[src/rtl/pipe_stage_ctrl_if.sv]
// Handshake and stage-control bundle between the producer/consumer side
// (master) and the pipeline valid/enable controller (slave).
interface pipe_stage_ctrl_if #(
    parameter int NUM_STAGES = 4,
    parameter int CNT_W      = 16
);
    logic                  in_valid;
    logic                  in_ready;
    logic                  out_valid;
    logic                  out_ready;
    logic                  flush;
    logic [NUM_STAGES-1:0] stage_en;
    logic [NUM_STAGES-1:0] stage_clr;
    logic [NUM_STAGES-1:0] stage_valid;
    logic                  busy;
    logic [CNT_W-1:0]      stall_cnt;

    modport master (
        output in_valid, out_ready, flush,
        input  in_ready, out_valid, stage_en, stage_clr, stage_valid, busy, stall_cnt
    );

    modport slave (
        input  in_valid, out_ready, flush,
        output in_ready, out_valid, stage_en, stage_clr, stage_valid, busy, stall_cnt
    );
endinterface

[src/rtl/pipe_stage_ctrl.sv]
// Valid/enable controller for a chain of external pipeline data registers.
// Keeps one valid bit per stage, collapses bubbles, passes consumer
// backpressure upstream combinationally, and after a flush holds the
// producer off for a fixed recovery window.
module pipe_stage_ctrl #(
    parameter int NUM_STAGES     = 4,
    parameter int RECOVER_CYCLES = 2,
    parameter int CNT_W          = 16
) (
    input  logic             clk,
    input  logic             rst,
    pipe_stage_ctrl_if.slave bus
);

    localparam int RW = (RECOVER_CYCLES > 1) ? $clog2(RECOVER_CYCLES) : 1;
    localparam logic [RW-1:0] RLOAD = RW'((RECOVER_CYCLES > 0) ? RECOVER_CYCLES - 1 : 0);

    typedef enum logic {
        RUN     = 1'b0,
        RECOVER = 1'b1
    } state_t;

    state_t                state;
    logic [RW-1:0]         rcnt;
    logic [NUM_STAGES-1:0] v;
    logic [NUM_STAGES-1:0] acc;
    logic [NUM_STAGES-1:0] en;
    logic                  accept;
    logic                  out_vld;
    logic [CNT_W-1:0]      stall;

    // Acceptance chain from the consumer back to stage 0: a stage can take
    // new data if it is empty or its successor can take its current entry.
    always_comb begin
        acc = '0;
        acc[NUM_STAGES-1] = !v[NUM_STAGES-1] | bus.out_ready;
        for (int i = NUM_STAGES - 2; i >= 0; i--) begin
            acc[i] = !v[i] | acc[i+1];
        end
    end

    // Outputs are forced quiet while in reset and during a flush cycle.
    always_comb begin
        en      = (rst && !bus.flush) ? acc : '0;
        accept  = acc[0] & (state == RUN) & !bus.flush & rst;
        out_vld = v[NUM_STAGES-1] & !bus.flush & rst;
    end

    assign bus.stage_en    = en;
    assign bus.stage_clr   = (!rst || bus.flush) ? '1 : '0;
    assign bus.in_ready    = accept;
    assign bus.out_valid   = out_vld;
    assign bus.stage_valid = v;
    assign bus.busy        = (|v) | (state == RECOVER);
    assign bus.stall_cnt   = stall;

    // Valid bits, RUN/RECOVER state machine and the saturating stall counter.
    always_ff @(posedge clk) begin
        if (!rst) begin
            v     <= '0;
            state <= RUN;
            rcnt  <= '0;
            stall <= '0;
        end else begin
            if (out_vld && !bus.out_ready && (stall != '1)) begin
                stall <= stall + CNT_W'(1);
            end
            if (bus.flush) begin
                v <= '0;
                if (RECOVER_CYCLES == 0) begin
                    state <= RUN;
                end else begin
                    state <= RECOVER;
                    rcnt  <= RLOAD;
                end
            end else begin
                if (en[0]) begin
                    v[0] <= bus.in_valid & accept;
                end
                for (int i = 1; i < NUM_STAGES; i++) begin
                    if (en[i]) begin
                        v[i] <= v[i-1];
                    end
                end
                if (state == RECOVER) begin
                    if (rcnt == '0) begin
                        state <= RUN;
                    end else begin
                        rcnt <= rcnt - RW'(1);
                    end
                end
            end
        end
    end

endmodule

[src/flat_wrapper.sv]
// flat-port wrapper written by rule: the top's interface ports become plain ports
module pipe_stage_ctrl_flat 
#(
    parameter int NUM_STAGES     = 4,
    parameter int RECOVER_CYCLES = 2,
    parameter int CNT_W          = 16
)
  (clk, rst, bus_in_valid, bus_out_ready, bus_flush, bus_in_ready, bus_out_valid, bus_stage_en, bus_stage_clr, bus_stage_valid, bus_busy, bus_stall_cnt);
  pipe_stage_ctrl_if #(.NUM_STAGES(NUM_STAGES), .CNT_W(CNT_W)) bus_i ();
  input  logic clk;
  input  logic rst;
  input wire logic [$bits(bus_i.in_valid)-1:0] bus_in_valid;
  input wire logic [$bits(bus_i.out_ready)-1:0] bus_out_ready;
  input wire logic [$bits(bus_i.flush)-1:0] bus_flush;
  output wire logic [$bits(bus_i.in_ready)-1:0] bus_in_ready;
  output wire logic [$bits(bus_i.out_valid)-1:0] bus_out_valid;
  output wire logic [$bits(bus_i.stage_en)-1:0] bus_stage_en;
  output wire logic [$bits(bus_i.stage_clr)-1:0] bus_stage_clr;
  output wire logic [$bits(bus_i.stage_valid)-1:0] bus_stage_valid;
  output wire logic [$bits(bus_i.busy)-1:0] bus_busy;
  output wire logic [$bits(bus_i.stall_cnt)-1:0] bus_stall_cnt;
  assign bus_i.in_valid = bus_in_valid;
  assign bus_i.out_ready = bus_out_ready;
  assign bus_i.flush = bus_flush;
  assign bus_in_ready = bus_i.in_ready;
  assign bus_out_valid = bus_i.out_valid;
  assign bus_stage_en = bus_i.stage_en;
  assign bus_stage_clr = bus_i.stage_clr;
  assign bus_stage_valid = bus_i.stage_valid;
  assign bus_busy = bus_i.busy;
  assign bus_stall_cnt = bus_i.stall_cnt;
  pipe_stage_ctrl #(.NUM_STAGES(NUM_STAGES), .RECOVER_CYCLES(RECOVER_CYCLES), .CNT_W(CNT_W)) u_core (.clk(clk), .rst(rst), .bus(bus_i));
endmodule
[config.mk]
export PLATFORM = sky130hd
export DESIGN_NAME = pipe_stage_ctrl_flat
export DESIGN_NICKNAME = d
export VERILOG_FILES = /design/src/rtl/pipe_stage_ctrl_if.sv /design/src/rtl/pipe_stage_ctrl.sv /design/src/flat_wrapper.sv
export SDC_FILE = /design/constraint.sdc
export NUM_CORES = 1
export LEC_CHECK = 0
export ABC_AREA = 1
export ABC_CLOCK_PERIOD_IN_PS = 2000
export BUFFER_PORTS_ARGS = -buffer_cell sky130_fd_sc_hd__buf_4
export CAP_MARGIN = 5
export CORE_UTILIZATION = 51
export DETAILED_ROUTE_END_ITERATION = 8
export GPL_TIMING_DRIVEN = 1
export PLACE_DENSITY = 0.86
export SYNTH_ARGS = -nofsm -noshare
export SYNTH_HDL_FRONTEND = slang
export SYNTH_SLANG_ARGS = --single-unit
[constraint.sdc]
create_clock -name clk -period 2 [get_ports clk]
set_input_delay 0.2 -clock clk [delete_from_list [all_inputs] [get_ports clk]]
set_output_delay 0.2 -clock clk [all_outputs]
set_load 0.05 [all_outputs]
==> run metrics <==
status=complete, no violations; Worst path max stage delay=360 ps; fin util=between 60% and 70%; synth cell count leaders=46 x nand2_1, 23 x nor2_1, 22 x dfxtp_1, 22 x inv_1, 19 x nand3_1; post-layout min period=roughly 1800 ps; Mapped Avg Cell Area=6.810 um2; share of cells above drive strength 1=between 20% and 30%; met2 usage=a little under two fifths; Max clock buf depth=2; Layout Nets=between 200 and 250; Clk pwr share=a little under a third; Post-Synthesis Cells=192; Via density=between 5 and 6; # fillers=214; Port-buffer cells=35; global placement routability congestion=roughly 0.82; Primary FF master, synth=dfxtp_1; clock buffer count from CTS=3; critical path capture point type=output port; PnR Total Power=0.0007901 W; Gate power share=12.3%; area of the mapped netlist=approximately 1300 um2; total number of vias=roughly 1300; Clock transition at path regs=about 120 ps; post-CTS setup buffer count=0; # diodes=0; CTS sink cnt=22; Root Buffer=clkbuf_4; CP arrival=~1600 ps; synth warn=0; RSZ-0062 raised after global routing=false; cell area after placement=~1600 um2; CP max-delay cell=dfxtp_1; CTS tree=done; Worst Path Class, Setup=flop to output port; max-capacitance violation count=0; Slew Limit Headroom=60.39%; Area contributors post-synth=dfxtp_1 34%, nand2_1 13%, nand3_1 7.3%; starting density of the core=between 50% and 60%; Std-Cell Rows=17; Post-synth ARST share=0%; DIE WIDTH=between 50 and 60 um; most frequent cell after synthesis=nand2_1; Switch Pwr=~0.00021 W; leak pwr=between 0.6 and 0.7 nW; peak supply drop=between 0.0004 and 0.0005 V; cts hold-fix bufs=0; multi-input logic area=between 700 and 800 um2; Ports=36; Worst-Margin Slew=between 500 and 600 ps; P_int=0.0005802 W; layer with the highest usage=met2; worst clock skew=2.033 ps; area leader, netlist=dfxtp_1; latest clock arrival within the worst-skew pair=between 300 and 400 ps; die height=about 53 um; largest net degree at the start of global routing=16; CTS H-tree depth=1; part of the power in registers=a little under three fifths; final non-filler cell total=~250; GR Util met1=slightly below 30%; Total GRT Usage=between 20% and 30%; die footprint=approximately 2800 um2; setup TNS=0 ps; Final setup viols=0; met3 usage=5.217%; Power Density=roughly 500 nW/um2; Area Growth Syn to Fin=22.58%; critical path required time=1800 ps; number of synthesized flops with an enable pin=0; antenna-violating nets left=0; DRC=0; Remaining Overflow, GRT=0; Synth Net Count=slightly below 200; Slew Viols, Final=0; Core Area=around 2300 um2; vias in the first global route=between 1000 and 1500; wire length per cell=roughly 11 um; f_max=between 500 and 600 MHz; post_cts resized=0; fin crit share=89.38%; sequential cell area=around 440 um2; Net Sw Frac=between 20% and 30%; HPWL Detailed=about 2200 um; drt first pass iters=5; sequential-to-total area share from yosys stat=roughly 34%; Netlist cell types=27; first-pass GRT wire length=4767 um; CP startpoint kind=flop; Synth top area share=33.68%; worst-path fanout max=4; final wirelength=2851 um; FF+latch count, synth=22; worst min path class=primary input to flop; Starting DRT DRC Count=28; Design Area, Final=1603 um2; initial antenna violation count=0; placed insts=250; Final Hold Fails=0; sequence of cells on the critical path=nand2_1, nor2_1, inv_1, nor2_1, nand2_1, nand2_1, nor2_1, buf_4
## area by class of cell
type                       count  area share [%]
clock buffer                   4           2.264
inverter                      23           5.386
multi-input combinational    140           45.36
sequential                    22           27.48
tap                           28           2.186
timing repair buffer          37           17.33
## cells in the final DEF, fill, tap and decap left out
cell type,netlist,routed
a21oi_1,11,11
a21oi_2,7,7
buf_4,3,37
clkbuf_4,0,3
clkbuf_8,0,1
dfxtp_1,22,22
ha_1,1,1
inv_1,22,22
inv_2,1,1
nand2_1,46,46
nand2_2,6,6
nand2_4,1,1
nand3_1,19,19
nand3_2,1,1
nand4_1,5,5
nor2_1,23,23
nor2_2,4,4
nor2_4,1,1
nor2_8,1,1
nor3_1,2,2
nor3b_1,1,1
o21a_1,1,1
o21ai_0,3,3
o21ai_1,1,1
xnor2_1,3,3
xor2_1,3,3
## power by group through the flow
stage	sequential, W	clock (W)	combinational, W
floorplan	0.000458	0	0.0000676
global placement	0.000455	0	0.0000974
detailed placement	0.000455	0	0.0000980
CTS	0.000445	0.000253	0.0000981
global route	0.000446	0.000271	0.000102
finish	0.000445	0.000248	0.0000974
## registers in the layout (all words and copies together) (netlist names)
register	count
u_core.bus.stall_cnt	16
u_core.bus.stage_valid	4
u_core.state	1
u_core.rcnt	1
## final timing paths
kind / start / endpoint / slack (ps) / cells past startpoint
worst max-delay path: u_core.bus.stage_valid[3]$_SDFFE_PN0P_ / bus_in_ready / 210 / 8
worst min-delay path: bus_in_valid / u_core.bus.stage_valid[0]$_SDFFE_PN0P_ / 140 / 3
worst max register to register: u_core.bus.stall_cnt[0]$_SDFFE_PN0P_ / u_core.bus.stall_cnt[13]$_SDFFE_PN0P_ / 280 / 10
worst min register to register: u_core.rcnt$_SDFFE_PN0P_ / u_core.rcnt$_SDFFE_PN0P_ / 470 / 2
## routing by layer
layer | part of all wire [%] | up-vias | routed length, um
li1 | - | 676 | -
met1 | 47 | 570 | 1326
met2 | 47 | 31 | 1349
met3 | 4.8 | 5 | 136
met4 | 1.4 | 0 | 39
met5 | 0 | - | 0
## through the flow
stage          setup WS (ps)  hold slack, ps
2_1_floorplan          57.64           320.4
6_report               212.5           139.2
5_1_grt                43.77           131.8
3_5_place_dp           320.5           456.1
4_1_cts                193.3           132.7
3_3_place_gp           399.9           439.8
## cell families (layout without fill, tap and decap cells)
logic type	Yosys count	count (layout)	synth area share (%)
AND/OR/NAND/NOR	110	110	39.62
buffers and inverters	30	64	10.72
AO/OA/AOI/OAI	23	23	11.00
flip-flops	22	22	33.68
XOR/XNOR	6	6	4.020
adder cells (fa/ha/maj)	1	1	0.9568
## critical path, delay by kind of cell (launching register included)
kind / cells / cell delay, ps
and+or+nand+nor: 6 / 650
DFF: 1 / 360
buffers and inverters: 2 / 260
No activity file was read; power rests on OpenSTA's default activity.
